$ cat src/rtl/demux_pkg.sv
// Shared constants and state encoding for the registered 1-to-N demultiplexer.
package demux_pkg;

  localparam int unsigned MAX_CH    = 16;
  localparam int unsigned DEF_WIDTH = 1;
  localparam int unsigned DEF_N     = 2;
  localparam int unsigned CNT_W     = 16;

  typedef enum logic {
    ST_EMPTY = 1'b0,
    ST_FULL  = 1'b1
  } state_e;

endpackage

$ cat src/rtl/onehot_dec.sv
// SEL_W-to-N one-hot decoder; in_range_o flags selects that map onto a real channel.
module onehot_dec #(
  parameter int unsigned SEL_W = 1,
  parameter int unsigned N     = 2
) (
  input  logic [SEL_W-1:0] sel_i,
  output logic [N-1:0]     onehot_o,
  output logic             in_range_o
);

  always_comb begin
    onehot_o = '0;
    for (int unsigned k = 0; k < N; k++) begin
      onehot_o[k] = (32'(sel_i) == k);
    end
    in_range_o = (32'(sel_i) < N);
  end

endmodule

$ cat src/rtl/demux_1xn_reg.sv
// Registered 1-to-N demux with valid/ready handshake and a one-entry holding register.
// Define DEMUX_CHAN_CNT_EN to add per-channel saturating drain counters (chan_cnt).
module demux_1xn_reg
  import demux_pkg::*;
#(
  parameter int unsigned WIDTH = DEF_WIDTH,
  parameter int unsigned N     = DEF_N,
  parameter int unsigned SEL_W = 1
) (
  input  logic               clk,
  input  logic               rst,
  input  logic [WIDTH-1:0]   a,
  input  logic [SEL_W-1:0]   s,
  input  logic               in_valid,
  output logic               in_ready,
  output logic [N*WIDTH-1:0] y,
  output logic [N-1:0]       y_valid,
  input  logic [N-1:0]       y_ready,
  output logic               drop
`ifdef DEMUX_CHAN_CNT_EN
  ,
  output logic [N*CNT_W-1:0] chan_cnt
`endif
);

  if (N < 2 || N > MAX_CH || (1 << SEL_W) < N) begin : g_bad_param
    $error("demux_1xn_reg: illegal N/SEL_W combination");
  end

  state_e             state_q;
  logic [WIDTH-1:0]   hd_q;
  logic [SEL_W-1:0]   hs_q;
  logic               drop_q;

  logic [N-1:0]       sel_oh;
  logic               sel_ok;
  logic [N-1:0]       hold_oh;
  logic               hold_ok;
  logic               accept;
  logic               drain;

  onehot_dec #(
    .SEL_W(SEL_W),
    .N    (N)
  ) u_sel_dec (
    .sel_i     (s),
    .onehot_o  (sel_oh),
    .in_range_o(sel_ok)
  );

  onehot_dec #(
    .SEL_W(SEL_W),
    .N    (N)
  ) u_hold_dec (
    .sel_i     (hs_q),
    .onehot_o  (hold_oh),
    .in_range_o(hold_ok)
  );

  // Outputs are pure functions of the holding register; unselected channels stay zero.
  always_comb begin
    y_valid = '0;
    y       = '0;
    if (state_q == ST_FULL && hold_ok) begin
      y_valid = hold_oh;
      for (int unsigned k = 0; k < N; k++) begin
        if (hold_oh[k]) begin
          y[k*WIDTH +: WIDTH] = hd_q;
        end
      end
    end
  end

  // Masking with y_valid makes y_ready of unselected channels irrelevant.
  assign drain    = |(y_valid & y_ready);
  assign in_ready = (state_q == ST_EMPTY) || drain;
  assign accept   = in_valid && in_ready;
  assign drop     = drop_q;

  always_ff @(posedge clk) begin
    if (rst) begin
      state_q <= ST_EMPTY;
      hd_q    <= '0;
      hs_q    <= '0;
      drop_q  <= 1'b0;
    end else begin
      drop_q <= accept && !sel_ok;
      if (accept && sel_ok) begin
        // Covers simultaneous drain: the new word overwrites in the same edge.
        state_q <= ST_FULL;
        hd_q    <= a;
        hs_q    <= s;
      end else if (drain) begin
        state_q <= ST_EMPTY;
      end
    end
  end

`ifdef DEMUX_CHAN_CNT_EN
  logic [N*CNT_W-1:0] cnt_q;

  always_ff @(posedge clk) begin
    if (rst) begin
      cnt_q <= '0;
    end else begin
      for (int unsigned k = 0; k < N; k++) begin
        if (y_valid[k] && y_ready[k] && (cnt_q[k*CNT_W +: CNT_W] != '1)) begin
          cnt_q[k*CNT_W +: CNT_W] <= cnt_q[k*CNT_W +: CNT_W] + 1'b1;
        end
      end
    end
  end

  assign chan_cnt = cnt_q;
`endif

endmodule

$ cat config.mk
export PLATFORM = sky130hd
export DESIGN_NAME = demux_1xn_reg
export DESIGN_NICKNAME = d
export VERILOG_FILES = /design/src/rtl/demux_pkg.sv /design/src/rtl/onehot_dec.sv /design/src/rtl/demux_1xn_reg.sv
export SDC_FILE = /design/constraint.sdc
export NUM_CORES = 1
export LEC_CHECK = 0
export CAP_MARGIN = 20
export CORE_AREA = 2 2 39 41
export DETAILED_ROUTE_END_ITERATION = 7
export DIE_AREA = 0 0 41 43
export GPL_TIMING_DRIVEN = 0
export HOLD_SLACK_MARGIN = 0.15
export PLACE_DENSITY_LB_ADDON = 0.05
export SLEW_MARGIN = 20
export SYNTH_ARGS = -nofsm -noshare
export SYNTH_HDL_FRONTEND = slang
export SYNTH_SLANG_ARGS = --single-unit
export TNS_END_PERCENT = 1
$ cat constraint.sdc
create_clock -name clk -period 1.1 [get_ports clk]
set_input_delay 0.22 -clock clk [delete_from_list [all_inputs] [get_ports clk]]
set_output_delay 0.22 -clock clk [all_outputs]
set_load 0.005 [all_outputs]
; ---- After elaboration in Yosys (flattened, before gate mapping)
; Cells that the tools add are included.
[op_classes]
add_sub_neg = 0
n_mul = 0
div_mod_pow = 0
n_lt_le_gt_ge = 0
eq_ne = 0
n_shift = 0
n_mux = 6
n_bitwise = 3
n_reduce_logical = 4
[op_table]
columns = cell, n
row1 = two-way mux 1 bit, 4
row2 = two-way mux 2 bit, 2
row3 = AND 2 bit, 1
row4 = NOT 1 bit, 2
row5 = nonzero test 2 bit, 1
row6 = OR reduction 2 bit, 1
row7 = logical AND 1 bit, 1
row8 = logical OR 1 bit, 1
[word_totals]
register_bits = 3
latch_bits = 0
ramBits = 0
romBits = 0
output_inout_bits = 6
elab_cells = 16
n_memories = 0

; ---- Depth between registers and ports, before layout
[logic_depth]
word_depth = 7
ltp_mapped = 3

; ---- Hierarchy
; A second synthesis with hierarchy kept.
[hier_totals]
cells_unflattened = 31
area_unflattened_um2 = 277.8
[by_module_without_submodules]
columns = module, n_inst, cells_each, area_each_um2
row1 = demux_1xn_reg, 1, 23, 232.7
row2 = onehot_dec, 2, 4, 22.5

; ---- Worst setup path before layout
; Ideal clock, no wire load.
[synth_path]
kind = flip-flop to output port
start = reg hs_q
end = out in_ready
arrival_ns = 0.750
required_ns = 0.880
setup_slack_ns = 0.130
path_stages_with_launch = 3
cell_sequence = dfxtp_1 > mux2i_1 > nand2_1
[synth_between]
elab_chain_len = 5
[synth_lines]
columns = item, line_no
row1 = "start, declared", demux_1xn_reg.sv:32  ; logic [SEL_W-1:0] hs_q;
row2 = "start signal, assigned", demux_1xn_reg.sv:92  ; hs_q <= s;
row3 = NOT 1 bit, onehot_dec.sv:14  ; onehot_o[k] = (32'(sel_i) == k);
row4 = two-way mux 2 bit (*), demux_1xn_reg.sv:64  ; if (state_q == ST_FULL && hold_ok) begin
row5 = AND 2 bit (*), demux_1xn_reg.sv:75  ; assign drain = |(y_valid & y_ready);
row6 = OR reduction 2 bit (*), demux_1xn_reg.sv:75
row7 = logical OR 1 bit (*), demux_1xn_reg.sv:76  ; assign in_ready = (state_q == ST_EMPTY) || drain;
row8 = "end, declared", demux_1xn_reg.sv:15  ; output logic in_ready,
; Mark *: on every way between the ends. The rest lies on a longest branch, timed or not.

; ---- Final worst setup path
; Same ends and word-level chain as after synthesis.

==> flow_summary_export.csv <==
group,metric,value,unit
run_status,status,"complete, but fails checks",
run_status,violations,"setup timing",
run,maxCapViolCount,0,
synthesis,synthTopCellsByArea,"dfxtp_1 (30%), inv_1 (5.6%), nand2_1 (5.6%)",
clock_network,cts_tree,"yes",
sta,fmax,791.6,MHz
final_layout,drive_gt1_share,45.65,%
final_layout,areaGrowthSynthToFinish,110.6,%
synthesis,synth_top_area_share,30.00,%
synthesis,ys_seq_elements,3,
synthesis,yosysWarnings,0,
clock_network,h-tree-depth,1,
worst_setup_path,crit_slowest_cell,"dfxtp_4",
placement,globalplace.congestion,0.6704,
final_layout,antenna_cells,0,
worst_setup_path,worstReg2RegEnd,"hd_q$_SDFFE_PP0P_",
sta,hold_viol,0,
clock_network,cts_hold_buf,0,
global_route,grt_overflow_total,0,
floorplan,fp-row-count,14,
hold_path,whs_path_depth,3,
worst_setup_path,start_kind,"register",
synthesis,synth_compound_area_share,18.75,%
synthesis,synth_simple_gate_area_share,35.00,%
power,max-vdd-ir-drop,0.0002198,V
final_layout,fin_cells,62,
worst_setup_path,critical_path_class,"register to primary output",
clock_network,clk_pin_slew,0.04,ns
route,vias_per_cell,4.177,
sta,layout_setup_ws,-0.1632,ns
power,power-per-cell-area,1004,nW/um^2
worst_setup_path,crit_path_end_kind,"primary output",
synthesis,muxShareOfSynthArea,5.000,%
global_route,grt_max_degree,9,
synthesis,synth_area_per_cell,7.700,sq um
worst_setup_path,timing.rr.start,"hs_q$_SDFFE_PP0P_",
synthesis,synth_xor_area_share,0,%
final_layout,mostFrequentLayoutCells,"buf_6 (5), clkdlybuf4s50_1 (4)",
floorplan,die_x,41,um
synthesis,syn_area,200.2,sq um
route,num_vias,259,
sta,post-route-period-util,114.8,%
final_layout,fin_nets,54,
clock_network,clockBufferDepth,2,
sta,skew,0.0007265,ns
synthesis,synthCells,26,
sta,rsz0062_at_grt,"yes",
synthesis,yosys.area_share.adder,0,%
final_layout,layout_commonest_cell,"buf_6",
worst_setup_path,cp_slowest_stage_delay,0.37,ns
worst_setup_path,ff2ff_setup_slack,-0.01,ns
route,dr.first_iter.drc_count,4,
global_route,grt_pass1_wl,855,um
route,detail-route-antenna-nets,0,
hold_path,min_to,"hs_q$_SDFFE_PP0P_",
placement,io_buffers,11,
synthesis,synth.yosys.seq_area_share,30.00,%
synthesis,synth_top_family_by_area,"simple AND/OR/NAND/NOR gates",
worst_setup_path,crit_path_cell_trace,"mux2i_4, nand2_1, buf_2",
route,wl,571,um
clock_network,insertion_delay,0.23,ns
worst_setup_path,cp.arrival,1.04,ns
synthesis,yosysUniqueCellTypes,19,
global_route,antenna_found_initial,0,
floorplan,core-area,1384,sq um
floorplan,io_pins,13,
placement,post-dp-hpwl,401.9,um
hold_path,hp-class,"input port to register",
floorplan,dieHeight,43,um
sta,setup_viol,5,
sta,period_minus_slack,1.263,ns
global_route,grt_pass1_vias,229,
hold_path,min-delay-start,"s",
synthesis,yosys.area.top_type,"dfxtp_1",
worst_setup_path,critPathRequiredTime,0.88,ns
route,drt_pre_antenna_iters,4,
sta,timing.final.max_slew_violations,0,
worst_setup_path,r2r_cells,4,
route,wl_per_cell,9.210,um
floorplan,dieArea,1763,sq um
route,drc,0,
placement,post-place-cells,53,
floorplan,initial_core_util,14.47,%
sta,timing.setup.tns,-0.4365,ns
power,power,423.3,uW
clock_network,cts_buffers,3,
clock_network,ctsRootBufferMaster,"clkbuf_4",
clock_network,cts.sinks,3,
synthesis,synth_fp_nets,33,
global_route,grt.total_usage,8.016,%
sta,whs,0.5340,ns
power,p_leak,0.1906,nW
placement,place_ws,-0.6028,ns
worst_setup_path,cp_max_fo,4,
per-stage QoR:
step,cell area (sq um),util [%]
3_3_place_gp,330.3,23.87
6_report,421.7,30.47
4_1_cts,411.6,29.75
3_5_place_dp,330.3,23.87
5_1_grt,421.7,30.47
2_1_floorplan,200.2,-
cells in the mapped netlist:
library cell	count
buf_4	1
nor4bb_1	1
conb_1	1
and2b_2	1
dfxtp_1	3
a211oi_1	1
and2_2	1
a21oi_1	2
and3_2	1
inv_1	3
nand2_1	3
o21ai_0	1
o311ai_1	1
mux2i_1	1
nor2_1	1
or2b_1	1
a31oi_1	1
nand4_1	1
and2b_1	1
timing repair:
item / 4_1_cts / 5_1_grt
gates resized for setup: 31 / 3
endpoints found under the setup margin: 5 / 6
setup buffers: 5 / 0
pin swaps: 2 / 1
metal layers:
metal | share of wire [%] | wire length (um) | vias to the layer above | global-route usage [%]
met2 | 52 | 298 | 9 | 12.50
met5 | 0 | 0 | - | 0
met4 | 0 | 0 | 0 | 10.00
met1 | 39 | 223 | 121 | 7.029
met3 | 8.4 | 48 | 0 | 1.571
li1 | - | - | 129 | -
cell families (layout without fill, tap and decap cells):
| family | Yosys count | count (layout) |
|---|---|---|
| AOI/OAI and AO/OA | 6 | 6 |
| buffers and inverters | 4 | 24 |
| DFF | 3 | 3 |
| muxes | 1 | 1 |
| other | 1 | 1 |
| and+or+nand+nor | 11 | 11 |
critical path: cells and delay by family, from the launching register on:
family | cells | cell delay (ns)
mux | 1 | 0.23
simple gates | 1 | 0.09
buf+inv | 1 | 0.13
flops | 1 | 0.37
cell type report:
| cell class | count | area (sq um) |
|---|---|---|
| fillers | 148 | 962.2 |
| multi-input cells | 19 | 145.1 |
| repair buffers | 16 | 143.9 |
| flip-flops and latches | 3 | 67.56 |
| clock buffers | 4 | 26.28 |
| well taps | 16 | 20.02 |
| inverters | 3 | 11.26 |
| plain buffers | 1 | 7.507 |
power breakdown:
part	switching (mW)	internal [mW]
Combinational	0.0385	0.0670
Sequential	0.00884	0.116
Clock	0.0567	0.136
Total	0.104	0.319
worst max-delay path by stage:
stage                            startpoint  cells after the start  endpoint  slack, ns
final                     hs_q$_SDFFE_PP0P_                      3  in_ready      -0.16
after global routing      hs_q$_SDFFE_PP0P_                      3  in_ready      -0.20
after global placement           y_ready[1]                      4  in_ready      -0.58
after floorplan           hs_q$_SDFFE_PP0P_                      2  in_ready       0.13
after detailed placement         y_ready[1]                      4  in_ready      -0.60
after CTS                 hs_q$_SDFFE_PP0P_                      3  in_ready      -0.19
state kept, by name, summed over array words and instances, names as in the netlist:
register / flops
hs_q: 1
hd_q: 1
state_q: 1
(Power assumes the default switching activity.)
